## src/rtl/qoa_lms_predictor_pkg.sv

```systemverilog
// Shared constants and types for the QOA LMS reconstruction stage.
// The format fixes the tap count and prediction shift; neither is tunable here.
package qoa_lms_predictor_pkg;

    localparam int QOA_LMS_TAPS  = 4;
    localparam int QOA_LMS_SHIFT = 13;

    localparam logic signed [15:0] QOA_S16_MAX = 16'sh7FFF;
    localparam logic signed [15:0] QOA_S16_MIN = 16'sh8000;

    typedef enum logic [1:0] {
        ST_IDLE   = 2'd0,
        ST_MAC    = 2'd1,
        ST_UPDATE = 2'd2,
        ST_OUT    = 2'd3
    } state_t;

endpackage

```

## src/rtl/qoa_lms_predictor_sat16.sv

```systemverilog
// Combinational clamp of a 34-bit signed value into the signed 16-bit PCM range.
module qoa_sat16
    import qoa_lms_predictor_pkg::*;
(
    input  logic signed [33:0] i_val,
    output logic signed [15:0] o_sat
);

    localparam logic signed [33:0] SAT_HI = 34'sd32767;
    localparam logic signed [33:0] SAT_LO = -34'sd32768;

    always_comb begin
        o_sat = i_val[15:0];
        if (i_val > SAT_HI) begin
            o_sat = QOA_S16_MAX;
        end else if (i_val < SAT_LO) begin
            o_sat = QOA_S16_MIN;
        end
    end

endmodule

```

## src/rtl/qoa_lms_predictor.sv

```systemverilog
// QOA LMS predictor: serial 4-tap MAC prediction, saturating reconstruction,
// then sign-LMS weight update and history shift, one residual per handshake.
module qoa_lms_predictor
    import qoa_lms_predictor_pkg::*;
(
    input  logic        clk,
    input  logic        rst_n,
    input  logic        lms_load,
    input  logic [1:0]  lms_idx,
    input  logic [15:0] hist_in,
    input  logic [15:0] weight_in,
    input  logic        in_valid,
    output logic        in_ready,
    input  logic [15:0] residual,
    output logic        out_valid,
    input  logic        out_ready,
    output logic [15:0] sample,
    output logic [1:0]  dbg_state
);

    // Handshakes: a transfer happens on a rising edge where valid && ready;
    // a producer holds valid and data stable until that edge.

    state_t             r_state;
    state_t             w_next_state;
    logic signed [15:0] r_hist [QOA_LMS_TAPS];
    logic signed [15:0] r_w    [QOA_LMS_TAPS];
    logic signed [33:0] r_acc;
    logic [1:0]         r_idx;
    logic signed [15:0] r_res;
    logic signed [15:0] r_sample;
    logic               r_out_valid;

    logic signed [31:0] w_prod;
    logic signed [33:0] w_prod_ext;
    logic signed [33:0] w_pred;
    logic signed [33:0] w_sum;
    logic signed [15:0] w_sat;
    logic signed [15:0] w_delta;
    logic signed [15:0] w_neg_delta;

    assign in_ready  = (r_state == ST_IDLE) && !lms_load;
    assign out_valid = r_out_valid;
    assign sample    = r_sample;
    assign dbg_state = r_state;

    // Single shared multiplier, stepped through the taps by r_idx.
    assign w_prod      = r_hist[r_idx] * r_w[r_idx];
    assign w_prod_ext  = {{2{w_prod[31]}}, w_prod};
    assign w_pred      = r_acc >>> QOA_LMS_SHIFT;
    assign w_sum       = w_pred + {{18{r_res[15]}}, r_res};
    assign w_delta     = r_res >>> 4;
    assign w_neg_delta = -w_delta;

    qoa_sat16 u_sat (
        .i_val (w_sum),
        .o_sat (w_sat)
    );

    always_ff @(posedge clk or negedge rst_n) begin
        if (!rst_n) begin
            r_state <= ST_IDLE;
        end else begin
            r_state <= w_next_state;
        end
    end

    always_comb begin
        w_next_state = r_state;
        case (r_state)
            ST_IDLE:   if (in_valid && in_ready) w_next_state = ST_MAC;
            ST_MAC:    if (r_idx == 2'd3) w_next_state = ST_UPDATE;
            ST_UPDATE: w_next_state = ST_OUT;
            ST_OUT:    if (out_ready) w_next_state = ST_IDLE;
            default:   w_next_state = ST_IDLE;
        endcase
    end

    always_ff @(posedge clk or negedge rst_n) begin
        if (!rst_n) begin
            for (int i = 0; i < QOA_LMS_TAPS; i++) begin
                r_hist[i] <= '0;
                r_w[i]    <= '0;
            end
            r_acc       <= '0;
            r_idx       <= '0;
            r_res       <= '0;
            r_sample    <= '0;
            r_out_valid <= 1'b0;
        end else begin
            case (r_state)
                ST_IDLE: begin
                    if (lms_load) begin
                        r_hist[lms_idx] <= hist_in;
                        r_w[lms_idx]    <= weight_in;
                    end else if (in_valid) begin
                        r_res <= residual;
                        r_acc <= '0;
                        r_idx <= '0;
                    end
                end
                ST_MAC: begin
                    r_acc <= r_acc + w_prod_ext;
                    r_idx <= r_idx + 2'd1;
                end
                ST_UPDATE: begin
                    // Weights adapt against the history as it was before the shift.
                    for (int i = 0; i < QOA_LMS_TAPS; i++) begin
                        r_w[i] <= r_w[i] + (r_hist[i][15] ? w_neg_delta : w_delta);
                    end
                    r_hist[0]   <= r_hist[1];
                    r_hist[1]   <= r_hist[2];
                    r_hist[2]   <= r_hist[3];
                    r_hist[3]   <= w_sat;
                    r_sample    <= w_sat;
                    r_out_valid <= 1'b1;
                end
                ST_OUT: begin
                    if (out_ready) r_out_valid <= 1'b0;
                end
                default: ;
            endcase
        end
    end

endmodule

```

## config.mk

```make
export PLATFORM = sky130hd
export DESIGN_NAME = qoa_lms_predictor
export DESIGN_NICKNAME = d
export VERILOG_FILES = /design/src/rtl/qoa_lms_predictor_pkg.sv /design/src/rtl/qoa_lms_predictor_sat16.sv /design/src/rtl/qoa_lms_predictor.sv
export SDC_FILE = /design/constraint.sdc
export NUM_CORES = 1
export LEC_CHECK = 0
export CORE_ASPECT_RATIO = 0.7
export CORE_MARGIN = 5
export CORE_UTILIZATION = 65
export CTS_CLUSTER_SIZE = 8
export DETAILED_ROUTE_END_ITERATION = 16
export PLACE_DENSITY = 0.84
export SYNTH_ARGS = -nofsm -noshare
export SYNTH_HDL_FRONTEND = slang
export SYNTH_SLANG_ARGS = --single-unit
```

## constraint.sdc

```tcl
create_clock -name clk -period 9.1 [get_ports clk]
set_input_delay 0.91 -clock clk [delete_from_list [all_inputs] [get_ports clk]]
set_output_delay 0.91 -clock clk [all_outputs]
set_load 0.01 [all_outputs]
```

==> results.sh, run 1 <==
export IMPL_status="finished clean"
export IMPL_ant_nets=0
export IMPL_ctsHtreeMaxLevel=4
export IMPL_cts_setup_buffers=0
export IMPL_syn_avg_cell_area_sq_um=8.79
export IMPL_rsz0062_at_grt="false"
export IMPL_hp_class="in -> async"
export IMPL_antenna_found_initial=1
export IMPL_worst_path_max_fanout=24
export IMPL_grt_ovfl_total=0
export IMPL_cts_resized=0
export IMPL_finalCritPeriodShare_pct=91.3
export IMPL_synth_cells=2829
export IMPL_initial_core_util_pct=66.4
export IMPL_syn_num_nets=3383
export IMPL_synthArstFlopShare_pct=100
export IMPL_syn_area_sq_um=24900
export IMPL_viasPerCell=6.40
export IMPL_clkTransAtPathRegs_ps=100
export IMPL_final_nets=3390
export IMPL_skew_ps=21.3
export IMPL_grt_pass1_vias=21900
export IMPL_via_count=21400
export IMPL_dominantRegCellSynth="dfrtp_1"
export IMPL_final_layout_size_suffix_gt1_share_pct=5.12
export IMPL_yosysWarnings=0
export IMPL_r2r_cells=21
export IMPL_cp_endpoint="r_acc[32]$_DFFE_PN0P_"
export IMPL_fin_setup_tns_ps=0
export IMPL_crit_start="r_idx[0]$_DFFE_PN0P_"
export IMPL_yosys_top_cells_area="fa_1, dfrtp_1, ha_1"
export IMPL_crit_top_cell="fa_1"
export IMPL_slew_headroom_pct=16.9
export IMPL_critPathKind="reg -> reg"
export IMPL_critPathRequiredTime_ps=9500
export IMPL_r2r_start="r_idx[0]$_DFFE_PN0P_"
export IMPL_first_pass_iters=8
export IMPL_cp_top_family="adder cells"
export IMPL_regArea_sq_um=4980
export IMPL_numCtsBuffers=17
export IMPL_max_stage_delay_ps=930
export IMPL_dpl_hpwl_microns=61000
export IMPL_synth_top_cell_area_share_pct=25.0
export IMPL_multiInputGateArea_sq_um=18000
export IMPL_drc_errors=0
export IMPL_cts_sinks=199
export IMPL_cp_arrival_ps=8710
export IMPL_crit_slowest_cell="dfrtp_2"
export IMPL_finalHoldViolCount=0
export IMPL_fin_crit_ps=8310
export IMPL_setup_viol=0
export IMPL_grt_pass1_wl_microns=122000
export IMPL_rows=59
export IMPL_cp_start_kind="flop"
export IMPL_endpoint_kind="flop"
export IMPL_gp_congestion=1.02
export IMPL_cts_max_path_buffers=2
export IMPL_yosysSeqAreaShare_pct=20.0
export IMPL_maxCapViolations=0
export IMPL_crit_buf_inv=3
export IMPL_cts_tree="done"
export IMPL_finalWirelength_microns=77100
export IMPL_io_buffers=74
export IMPL_path_depth=21
export IMPL_whs_ps=374
export IMPL_rrSetupSlack_ps=790
export IMPL_yosysUniqueCellTypes=68
export IMPL_cp_cell_sequence="mux4_2, nand2_1, inv_1, fa_1, fa_1, fa_1, fa_1, fa_1, inv_1, fa_1, inv_1, ha_1, nand2_1, nor2_1, nand4_1, o311ai_0, nand3_1, a31oi_1, a21oi_1, xor2_1, o21ai_0"
export IMPL_maxSlewViolCount=0
export IMPL_core_area_sq_um=37400
export IMPL_hold_buffers=0
export IMPL_clockRootBuffer="clkbuf_16"
export IMPL_dieArea_sq_um=42300
export IMPL_syn_to_final_growth_pct=7.66
export IMPL_ios=75
export IMPL_synth_seq_cells=199
export IMPL_synth_edf_count=0
export IMPL_track_usage_pct=37.1
export IMPL_die_h_microns=174
export IMPL_tightest_slew_ps=1230
export IMPL_fmax_mhz=120
export IMPL_drt_iter0_markers=2643
export IMPL_wire_per_inst_microns=23.1
export IMPL_r2r_end="r_acc[32]$_DFFE_PN0P_"
export IMPL_die_x_microns=244
export IMPL_clkLatencyLatePin_ps=490
export IMPL_fill_cells=2847
export IMPL_synth_top_cell_by_area="fa_1"
export IMPL_grt_max_degree=93
==> stage by stage <==
| stage | instances | cell area [sq um] | utilization (%) | setup slack, ps |
|---|---|---|---|---|
| after detailed placement | 3305 | 26100 | 69.7 | 1030 |
| final | 3339 | 26800 | 71.5 | 794 |
| after floorplan | 2829 | 24900 | - | 1430 |
| after global routing | 3337 | 26800 | 71.5 | 345 |
| after CTS | 3337 | 26800 | 71.5 | 985 |
| after global placement | 3305 | 26100 | 69.7 | 1290 |
==> Yosys cell counts, types with 5 or more instances <==
master / number
a2111oi_0: 5
a211o_1: 5
a211oi_1: 25
a21boi_0: 5
a21o_1: 35
a21oi_1: 189
a221oi_1: 6
a22o_1: 10
a22oi_1: 13
a31oi_1: 13
and2_1: 31
and3_1: 17
buf_1: 14
clkbuf_1: 105
dfrtp_1: 199
fa_1: 310
ha_1: 189
inv_1: 382
mux2_2: 36
mux2i_1: 25
mux4_2: 12
nand2_1: 360
nand2b_1: 25
nand3_1: 19
nand3b_1: 5
nand4_1: 6
nor2_1: 205
nor2b_1: 48
nor3_1: 26
nor4_1: 5
o211ai_1: 13
o21a_1: 26
o21ai_0: 200
o21ai_1: 19
o22ai_1: 9
o31ai_1: 15
or2_2: 12
or3_1: 21
xnor2_1: 100
xor2_1: 30
==> cell type report <==
cell class | count | share of cell area, %
tap | 488 | 2.28
clock inverter | 15 | 0.945
inverter | 383 | 5.37
timing repair buffer | 112 | 3.85
multi-input combinational | 2123 | 67.3
sequential | 199 | 18.6
clock buffer | 17 | 1.59
antenna | 2 | 0.0187
==> cells by family (layout without fill, tap and decap cells) <==
logic type,after synthesis,after routing,synth area share (%)
muxes,73,73,3.73
buffers and inverters,507,527,7.71
xor gates and xnor gates,131,131,4.65
other,0,2,0
and+or+nand+nor,787,787,14.1
AOI/OAI and AO/OA,633,633,15.3
DFF,199,199,20.0
adders and majority gates,499,499,34.5
==> cell usage in the layout (no fill, tap or decap), types with 15 or more instances in the layout <==
master             n
nand2_1          360
fa_1             310
or3_1             21
and2_1            31
and3_1            17
mux2_2            36
a21oi_1          189
nand3_1           19
a211oi_1          25
o21a_1            25
mux2i_1           25
clkbuf_16         17
a21o_1            35
inv_1            382
nand2b_1          25
buf_4             38
xor2_1            30
dfrtp_1          197
o21ai_0          198
o21ai_1           18
nor2_1           205
o31ai_1           15
ha_1             188
clkdlybuf4s50_1   73
nor2b_1           48
nor3_1            26
xnor2_1          100
==> metal layers <==
| layer | vias to the layer above | global-route usage (%) | routed length (microns) |
|---|---|---|---|
| li1 | 9307 | - | - |
| met1 | 10500 | 53.0 | 30800 |
| met2 | 1326 | 53.6 | 32600 |
| met3 | 198 | 11.9 | 10600 |
| met4 | 0 | 13.2 | 3020 |
| met5 | - | 0 | 0 |
==> worst min-delay path by stage <==
stage | startpoint | to | cells past startpoint
5_1_grt | rst_n | r_res[10]$_DFFE_PN0P_ | 1
3_3_place_gp | r_hist[61]$_DFFE_PN0P_ | r_hist[61]$_DFFE_PN0P_ | 2
4_1_cts | rst_n | r_res[4]$_DFFE_PN0P_ | 1
6_report | rst_n | r_res[10]$_DFFE_PN0P_ | 1
3_5_place_dp | r_hist[60]$_DFFE_PN0P_ | r_hist[60]$_DFFE_PN0P_ | 2
2_1_floorplan | r_hist[50]$_DFFE_PN0P_ | r_hist[50]$_DFFE_PN0P_ | 2
==> sequential cells by signal, summed over array words and instances (netlist names) <==
| name | cells |
|---|---|
| dbg_state | 2 |
| out_valid | 1 |
| r_acc | 34 |
| r_hist | 64 |
| r_idx | 2 |
| r_res | 16 |
| r_w | 64 |
| sample | 16 |
Power of run 1 is left out: the tool's default activity adds up to more than one toggle a clock period on the data nets, which glitch-free logic cannot reach.
==> run 2, diff against run 1 <==
Settings changed: ABC_AREA set to 1, SKIP_LAST_GASP set to 1.
==> run 2 against run 1 <==
Compared with the run above:
- die area grew 2.6%
- cell count grew 17%
- register-to-register slack lost 190 ps
- fmax shrank 2.3%
- non-clock buffer count grew 4
- worst hold slack gained 94 ps
- flip-flop and latch count is the same
- critical path type unchanged
- highest routed layer is now met5
==> results.sh, run 2 <==
export IMPL_top_regs="r_hist: 64 flops, r_w: 64 flops, r_acc: 34 flops"
export IMPL_ys_top_cells_by_count="nand2_1, inv_1, nor2_1"
export IMPL_worst_path_max_fanout=30
export IMPL_grt_pass1_vias=23100
export IMPL_drc_errors=0
export IMPL_synthArstFlopShare_pct=100
export IMPL_grt_ovfl_total=0
export IMPL_cts_resized=0
export IMPL_setup_viol=0
export IMPL_synth_top_family_by_area="adder cells"
export IMPL_final_cells=3923
export IMPL_yosys_top_cells_area="fa_1, dfrtp_1, nand2_1"
export IMPL_synth_edf_count=0
export IMPL_dpl_hpwl_microns=70700
export IMPL_layout_common_cells="nand2_1, inv_1, nor2_1"
export IMPL_cts_tree="done"
export IMPL_slew_headroom_pct=16.2
export IMPL_rsz0062_at_grt="false"
export IMPL_dieArea_sq_um=43400
export IMPL_yosysUniqueCellTypes=56
export IMPL_syn_area_sq_um=25500
export IMPL_fin_crit_ps=8500
export IMPL_final_layout_size_suffix_gt1_share_pct=4.89
export IMPL_syn_num_nets=3914
export IMPL_via_count=24100
export IMPL_cts_setup_buffers=0
export IMPL_syn_avg_cell_area_sq_um=7.60
export IMPL_clkTransAtPathRegs_ps=90
export IMPL_synth_top_cell_by_area="fa_1"
export IMPL_die_h_microns=176
export IMPL_grt_pass1_wl_microns=133000
export IMPL_cp_start_kind="flop"
export IMPL_antenna_cells=0
export IMPL_yosys_area_share_xor_xnor_pct=1.58
export IMPL_tightest_slew_ps=1250
export IMPL_drt_iter0_markers=3174
export IMPL_core_area_sq_um=38600
export IMPL_antenna_found_initial=2
export IMPL_synthSimpleGateAreaFrac_pct=19.8
export IMPL_grt_max_degree=76
export IMPL_endpoint_kind="flop"
export IMPL_cts_sinks=199
export IMPL_rows=60
export IMPL_final_nets=3937
export IMPL_wire_per_inst_microns=22.1
export IMPL_numCtsBuffers=17
export IMPL_ctsHtreeMaxLevel=4
export IMPL_fmax_mhz=118
export IMPL_synth_seq_cells=199
export IMPL_dp_cells=3891
export IMPL_status="finished clean"
export IMPL_first_pass_iters=9
export IMPL_finalCritPeriodShare_pct=93.4
export IMPL_ios=75
export IMPL_clkLatencyLatePin_ps=480
export IMPL_synth_top_cell_area_share_pct=24.3
export IMPL_dominantRegCellSynth="dfrtp_1"
export IMPL_skew_ps=22.6
export IMPL_muxShareOfSynthArea_pct=0
export IMPL_final_common_cell="nand2_1"
export IMPL_die_x_microns=247
export IMPL_viasPerCell=6.13
export IMPL_maxSlewViolCount=0
export IMPL_finalWirelength_microns=86800
export IMPL_cp_arrival_ps=8850
export IMPL_synth_compound_area_share_pct=14.5
export IMPL_cts_max_path_buffers=2
export IMPL_synth_most_common_cell="nand2_1"
export IMPL_track_usage_pct=40.2
export IMPL_yosysSeqAreaShare_pct=19.5
export IMPL_clockRootBuffer="clkbuf_16"
export IMPL_critPathRequiredTime_ps=9450
export IMPL_io_buffers=74
export IMPL_yosysWarnings=0
export IMPL_maxCapViolations=0
export IMPL_syn_to_final_growth_pct=7.13
export IMPL_hp_class="in -> async"
export IMPL_fin_setup_tns_ps=0
export IMPL_finalHoldViolCount=0
export IMPL_hold_buffers=0
export IMPL_ant_nets=0
export IMPL_synth_cells=3360
export IMPL_critPathKind="reg -> reg"
export IMPL_synth_fa_ha_area_share_pct=33.6
export IMPL_gp_congestion=1.08
export IMPL_initial_core_util_pct=66.2
[run 2: cell types whose count changed after synthesis, moves of 36 or more]
cell      previous run  this run
a21oi_1            189       274
a31oi_1             13        57
clkbuf_1           105        54
inv_1              382       590
mux2_2              36         0
nand2_1            360       756
nand3_1             19        64
nor2_1             205       340
nor2b_1             48         0
xnor2_1            100        20
[run 2: worst paths after layout]
check | from | endpoint | slack (ps) | cells past startpoint
max | r_idx[0]$_DFFE_PN0P_ | r_acc[25]$_DFFE_PN0P_ | 600 | 27
min | rst_n | r_acc[33]$_DFFE_PN0P_ | 470 | 1
max reg2reg | r_idx[0]$_DFFE_PN0P_ | r_acc[25]$_DFFE_PN0P_ | 600 | 27
min reg2reg | sample[6]$_DFFE_PN0P_ | sample[6]$_DFFE_PN0P_ | 490 | 2
max in group asynchronous | rst_n | r_hist[52]$_DFFE_PN0P_ | 6420 | 3
min in group clk | sample[6]$_DFFE_PN0P_ | sample[6]$_DFFE_PN0P_ | 490 | 2
[run 2: stage by stage]
stage	hold WS (ps)	area, sq um	worst slack, ps	utilization, %
after floorplan	453	25500	2700	-
after global placement	466	26800	1060	69.4
after detailed placement	468	26800	1060	69.4
after CTS	492	27300	1020	70.9
after global routing	515	27300	377	70.9
final	468	27300	599	70.9
[run 2: cell type report]
type | count | area (sq um)
Clock buffer | 18 | 429
Clock inverter | 14 | 154
Fill cell | 3162 | 11200
Inverter | 610 | 2290
Multi-Input combinational cell | 2439 | 17800
Sequential cell | 199 | 4980
Tap cell | 527 | 659
Timing Repair Buffer | 116 | 1060
[run 2: per-layer routing]
metal | GRT usage [%] | vias up | part of all wire, %
met5 | 1.92 | - | 0.22
li1 | - | 10600 | -
met2 | 52.8 | 1666 | 39
met3 | 21.8 | 209 | 18
met4 | 11.1 | 6 | 3.2
met1 | 57.4 | 11500 | 40
[run 2: logic make-up after synthesis]
| group | Yosys count |
|---|---|
| flip-flops | 199 |
| AND/OR/NAND/NOR | 1258 |
| adder cells (fa/ha/maj) | 499 |
| XOR/XNOR | 46 |
| buffers and inverters | 722 |
| AO/OA/AOI/OAI | 636 |
[run 2: worst max-delay path, cell delays in order, from the launching register on]
cell,delay (ps)
dfrtp_2,410
inv_1,380
buf_4,410
nand2_1,90
a32oi_1,790
clkinv_1,600
nor2_1,210
ha_1,160
inv_1,50
fa_1,590
inv_1,90
fa_1,530
fa_1,440
fa_1,500
inv_1,50
fa_1,480
inv_1,40
ha_1,320
nand2_1,170
inv_1,60
a21boi_0,760
a21boi_0,260
o21ai_0,110
buf_4,180
a21oi_1,200
o21bai_1,110
o21ai_0,290
nand2_1,90
Power of run 2 is left out for the same reason.
